$ cat src/rtl/tile_row_scroller.sv
// Piano-tile playfield generator: 7-row lane map, pixel offset, draw handshake.
// Build option: define TILE_NO_REPEAT_EN to avoid repeating the top row's lane.
module tile_row_scroller #(
    parameter int          TICK_DIV = 833333,
    parameter int          ROW_H    = 34,
    parameter int          STEP     = 1,
    parameter logic [15:0] SEED     = 16'hACE1
) (
    input  logic       clock,
    input  logic       resetn,
    input  logic       start,
    input  logic       stop,
    input  logic       draw_done,
    output logic       draw_go,
    output logic [5:0] offset,
    output logic [2:0] line_0,
    output logic [2:0] line_1,
    output logic [2:0] line_2,
    output logic [2:0] line_3,
    output logic [2:0] line_4,
    output logic [2:0] line_5,
    output logic [2:0] line_6,
    output logic       row_exit,
    output logic [1:0] exit_lane
);
    localparam int            CW       = $clog2(TICK_DIV);
    localparam logic [CW-1:0] CNT_LAST = CW'(TICK_DIV - 1);
    localparam logic [6:0]    STEP7    = 7'(STEP);
    localparam logic [6:0]    ROW7     = 7'(ROW_H);
    localparam logic [2:0]    EMPTY    = 3'b100;

    typedef enum logic [1:0] {IDLE, DRAW, WAIT_TICK, ADVANCE} state_t;

    state_t           state_q, state_d;
    logic [CW-1:0]    cnt_q, cnt_d;
    logic [15:0]      lfsr_q, lfsr_d;
    logic [6:0][2:0]  lines_q, lines_d;
    logic [5:0]       off_q, off_d;
    logic             go_q, go_d;
    logic             pend_q, pend_d;
    logic             exit_q, exit_d;
    logic [1:0]       elane_q, elane_d;
    logic [6:0]       sum;
    logic             wrap;
    logic             accept;
    logic [1:0]       lane;

    assign sum    = {1'b0, off_q} + STEP7;
    assign wrap   = (sum >= ROW7);
    assign accept = go_q & draw_done;

`ifdef TILE_NO_REPEAT_EN
    assign lane = (!lines_q[0][2] && (lfsr_q[1:0] == lines_q[0][1:0]))
                ? lfsr_q[1:0] + 2'd1 : lfsr_q[1:0];
`else
    assign lane = lfsr_q[1:0];
`endif

    always_comb begin
        state_d = state_q;
        cnt_d   = '0;
        lfsr_d  = lfsr_q;
        lines_d = lines_q;
        off_d   = off_q;
        pend_d  = pend_q;
        exit_d  = 1'b0;
        elane_d = elane_q;
        unique case (state_q)
            IDLE: begin
                if (start) begin
                    state_d = DRAW;
                    lines_d = {7{EMPTY}};
                    off_d   = '0;
                end
            end
            DRAW: begin
                if (stop) pend_d = 1'b1;
                if (accept) state_d = (stop | pend_q) ? IDLE : WAIT_TICK;
            end
            WAIT_TICK: begin
                if (stop | pend_q) state_d = IDLE;
                else if (cnt_q == CNT_LAST) state_d = ADVANCE;
                else cnt_d = cnt_q + 1'b1;
            end
            ADVANCE: begin
                state_d = DRAW;
                if (stop) pend_d = 1'b1;
                if (!wrap) begin
                    off_d = sum[5:0];
                end else begin
                    off_d   = 6'(sum - ROW7);
                    lines_d = {lines_q[5:0], {1'b0, lane}};
                    lfsr_d  = {1'b0, lfsr_q[15:1]}
                            ^ (lfsr_q[0] ? 16'hB400 : 16'h0000);
                    exit_d  = !lines_q[6][2];
                    if (!lines_q[6][2]) elane_d = lines_q[6][1:0];
                end
            end
            default: state_d = IDLE;
        endcase
        if (state_d == IDLE) pend_d = 1'b0;
        // First DRAW cycle after start keeps draw_go low for one cycle
        go_d = (state_d == DRAW) && (state_q != IDLE);
    end

    always_ff @(posedge clock or negedge resetn) begin
        if (!resetn) begin
            state_q <= IDLE;
            cnt_q   <= '0;
            lfsr_q  <= SEED;
            lines_q <= {7{EMPTY}};
            off_q   <= '0;
            go_q    <= 1'b0;
            pend_q  <= 1'b0;
            exit_q  <= 1'b0;
            elane_q <= 2'd0;
        end else begin
            state_q <= state_d;
            cnt_q   <= cnt_d;
            lfsr_q  <= lfsr_d;
            lines_q <= lines_d;
            off_q   <= off_d;
            go_q    <= go_d;
            pend_q  <= pend_d;
            exit_q  <= exit_d;
            elane_q <= elane_d;
        end
    end

    assign draw_go   = go_q;
    assign offset    = off_q;
    assign line_0    = lines_q[0];
    assign line_1    = lines_q[1];
    assign line_2    = lines_q[2];
    assign line_3    = lines_q[3];
    assign line_4    = lines_q[4];
    assign line_5    = lines_q[5];
    assign line_6    = lines_q[6];
    assign row_exit  = exit_q;
    assign exit_lane = elane_q;
endmodule

$ cat config.mk
export PLATFORM = sky130hd
export DESIGN_NAME = tile_row_scroller
export DESIGN_NICKNAME = d
export VERILOG_FILES = /design/src/rtl/tile_row_scroller.sv
export SDC_FILE = /design/constraint.sdc
export NUM_CORES = 1
export LEC_CHECK = 0
export ABC_AREA = 1
export CAP_MARGIN = 20
export CORE_MARGIN = 3
export CORE_UTILIZATION = 53
export CTS_BUF_LIST = sky130_fd_sc_hd__clkbuf_2
export CTS_CLUSTER_SIZE = 20
export DETAILED_ROUTE_END_ITERATION = 8
export MAX_ROUTING_LAYER = met4
export PLACE_DENSITY = 0.78
export SLEW_MARGIN = 20
export SYNTH_ARGS = -nofsm -noshare
export SYNTH_HDL_FRONTEND = slang
export SYNTH_SLANG_ARGS = --single-unit
$ cat constraint.sdc
create_clock -name clock -period 2.2 [get_ports clock]
set_clock_uncertainty 0.05 [all_clocks]
set_input_delay 0.66 -clock clock [delete_from_list [all_inputs] [get_ports clock]]
set_output_delay 0.66 -clock clock [all_outputs]
set_load 0.05 [all_outputs]
==> summary.md <==
| Metric | Value |
|---|---|
| R2R cell count | 12 |
| Mapped Area | about 3500 sq um |
| Register area share after synthesis | 49.9% |
| Status | finished, final reports clean |
| Adder-Cell Fraction of Synth Area | 1.76% |
| Row cnt | 29 |
| Die Y | 87.8 um |
| Crit-path cells | dlygate4sd2_1 |
| Post-Layout Cell Count | 580 |
| Routed vias | 2975 |
| R2R setup slack | 110 ps |
| Layout fillers | 570 |
| Most common cell after layout, fill and taps aside | nand2_1 |
| MaxCap Viol Count | 0 |
| GP Congestion | between 0.9 and 1 |
| 1st-iter DRT viols | approximately 170 |
| CP Max Fanout | 2 |
| FMAX | ~0.47 GHz |
| Final HPWL DP | 5300 um |
| Cell family with most CP delay | buffers and inverters |
| Post-synth EDFFs | 0 |
| Post-placement setup slack | between 80 and 90 ps |
| Sink Count | 70 |
| CTS tree | done |
| Core Area | 6420 sq um |
| WL/cell | 12.7 um |
| Ys flop type | dfrtp_1 |
| CP Class | flip-flop to output pin |
| HP Start | lfsr_q[7]$_DFFE_PN1P_ |
| Grt met1 use | approximately 30% |
| GRT met3 Usage | 4.14% |
| Post-synthesis simple-gate area fraction | 34.0% |
| Cell Pwr Density | 883 nW/um^2 |
| Final Hold Vio Count | 0 |
| Seq cells post-synth | 70 |
| Share of async-settable or async-resettable flops after synthesis | 100% |
| Remaining Overflow, GRT | 0 |
| Placed cells | 561 |
| Die ar. | 7720 sq um |
| Crit path buffers/inverters | 1 |
| Num CTS Buffers | 9 |
| Worst Tran Pin Value | 484 ps |
| Post-synthesis compound-gate area fraction | 2.50% |
| Leakage | 2.10 nW |
| RSZ-0062 raised after global routing | true |
| HP Class | flip-flop to flip-flop |
| Area occupied by multi-input gates | 1520 sq um |
| ANT nets after route | 0 |
| Worst r2r src | offset[1]$_DFFE_PN0P_ |
| Root Buffer | clkbuf_2 |
| Mux share of post-synthesis cell area | 0% |
| Fin crit share | 95.8% |
| Port Buf Inserts | 35 |
| Hold EP | lfsr_q[7]$_DFFE_PN1P_ |
| Worst setup margin | 92.8 ps |
| Peak VDD IR | 569 uV |
| Layout Nets | 508 |
| Crit path DAT | 1400 ps |
| Routed WL | between 7000 and 8000 um |
| Syn. warnings | 0 |
| Inserted Diodes | 0 |
| First-pass GRT wire length | 12700 um |
| Worst path required time | 1490 ps |
| Largest family of logic cells by synthesized area | simple AND/OR/NAND/NOR gates |
| Worst path max stage delay | 520 ps |
| Max Slew Vio Count | 0 |
| Residual DRC | 0 |
| Synth Area in XOR/XNOR | 3.63% |
| Vias per cell | 5.13 |
| R2r endpoint | line_4[2]$_DFFE_PN1P_ |
| Initial antenna violation count | 0 |
| Largest net degree at the start of global routing | 53 |
| Critical-path top delay cell | dlygate4sd2_1 |
| I/O Pins | 36 |
| Initial Util | between 50% and 60% |
| Seq. cell area | 1770 sq um |
| Final setup fails | 0 |
| Min Tclk post-route | 2110 ps |
| Total Routing Usage GR | 21.9% |
| Met2 Track Usage GR | 33.0% |
| Commonest non-fill, non-tap cells in the layout | nand2_1, nand3_1, dfrtp_1, inv_1, nor2_1 |
| Worst-path clk slew | about 190 ps |
| Ratio of cells with drive above 1 in the final layout | about 19% |
| Area grow syn2layout | 16.6% |
| Vias in the first global route | 2717 |
| Grt peak-use layer | met2 |
| CP Capture Type | output pin |
| Drt first pass iters | 4 |
| Synth cell types | 32 |
| Post-layout instance area | 4140 sq um |
| Die width | between 80 and 90 um |
| Max transition margin | 67.9% |
| Syn Area/Cell | 7.85 sq um |
| Final Core Density | 64.5% |
| Setup crit start kind | flip-flop |
| Post-Syn Instances | roughly 450 |
| Cell Area, Placed | 3960 sq um |
| Clock latency at the later pin of the worst-skew pair | 500 ps |
| H-tree depth | 3 |
| Synthesized net count | 462 |
| CP Depth | 1 |
| WHS Path Cells | 2 |
| Max clock buf depth | 2 |
## per-stage QoR
step	hold WS, ps	total power [W]	setup TNS (ps)
CTS	428	0.00365	0
global placement	400	0.00282	0
detailed placement	404	0.00283	0
floorplan	314	0.00247	0
finish	424	0.00366	0
global route	453	0.00389	-157
## worst min-delay path, delay by kind of cell (launching register included)
kind             cells  cell delay [ps]
flip-flops           1              410
AND/OR/NAND/NOR      2               90
## kinds of logic after synthesis
family,count (synthesis)
adder cells (fa/ha/maj),5
AND/OR/NAND/NOR,278
buffers and inverters,70
XOR/XNOR,13
AO/OA/AOI/OAI,16
flip-flops,70
## worst max path at each step
stage / endpoint / from / slack (ps)
final: draw_go / draw_go$_DFF_PN0_ / 90
after global routing: line_1[2]$_DFFE_PN1P_ / offset[1]$_DFFE_PN0P_ / -30
after CTS: lfsr_q[10]$_DFFE_PN1P_ / offset[1]$_DFFE_PN0P_ / 50
after detailed placement: exit_lane[1]$_DFFE_PN0P_ / offset[1]$_DFFE_PN0P_ / 90
after global placement: exit_lane[0]$_DFFE_PN0P_ / offset[1]$_DFFE_PN0P_ / 140
after floorplan: line_1[0]$_DFFE_PN0P_ / offset[2]$_DFFE_PN0P_ / 20
## sequential cells by signal, indices dropped and copies added (netlist names)
signal,cells
line_1,3
cnt_q,20
line_5,3
line_2,3
line_3,3
line_6,3
row_exit,1
state_q,2
lfsr_q,16
line_0,3
pend_q,1
offset,6
draw_go,1
exit_lane,2
line_4,3
## metal layers
metal / routed length [um] / share of wire, %
met2: 3450 / 47
met3: 343 / 4.6
met1: 3470 / 47
met5: 0 / 0
met4: 116 / 1.6
## cell type report
cell class	count	share of cell area, %
clock buffer	10	1.21
clock inverter	6	1.87
inverter	54	4.90
multi-input combinational	312	36.7
sequential	70	42.8
tap	77	2.33
timing repair buffer	51	10.2
## cells in the mapped netlist (6+ instances only)
master | number | area share (%)
nand3_1 | 57 | 8.0
dfstp_2 | 15 | 11
inv_1 | 50 | 5.3
xor2_1 | 7 | 1.7
nand4_1 | 6 | 1.1
nor2_1 | 47 | 5.0
nand2_1 | 141 | 15
dfrtp_1 | 55 | 39
or2_2 | 6 | 1.1
nor3_1 | 11 | 1.6
clkbuf_1 | 8 | 0.85
## repair_timing
action,in CTS,in global routing
endpoints found under the hold margin,8,0
buffers inserted,0,2
hold buffers,1,0
resized for setup,1,6
setup endpoints to repair,1,40
## where the power goes
| part | switching, W | internal, W | total [W] |
|---|---|---|---|
| clock network | 0.000447 | 0.000371 | 0.000818 |
| logic | 0.000864 | 0.000420 | 0.00128 |
| registers | 0.000109 | 0.00145 | 0.00156 |
| total | 0.00142 | 0.00224 | 0.00366 |
(Power assumes the default switching activity.)
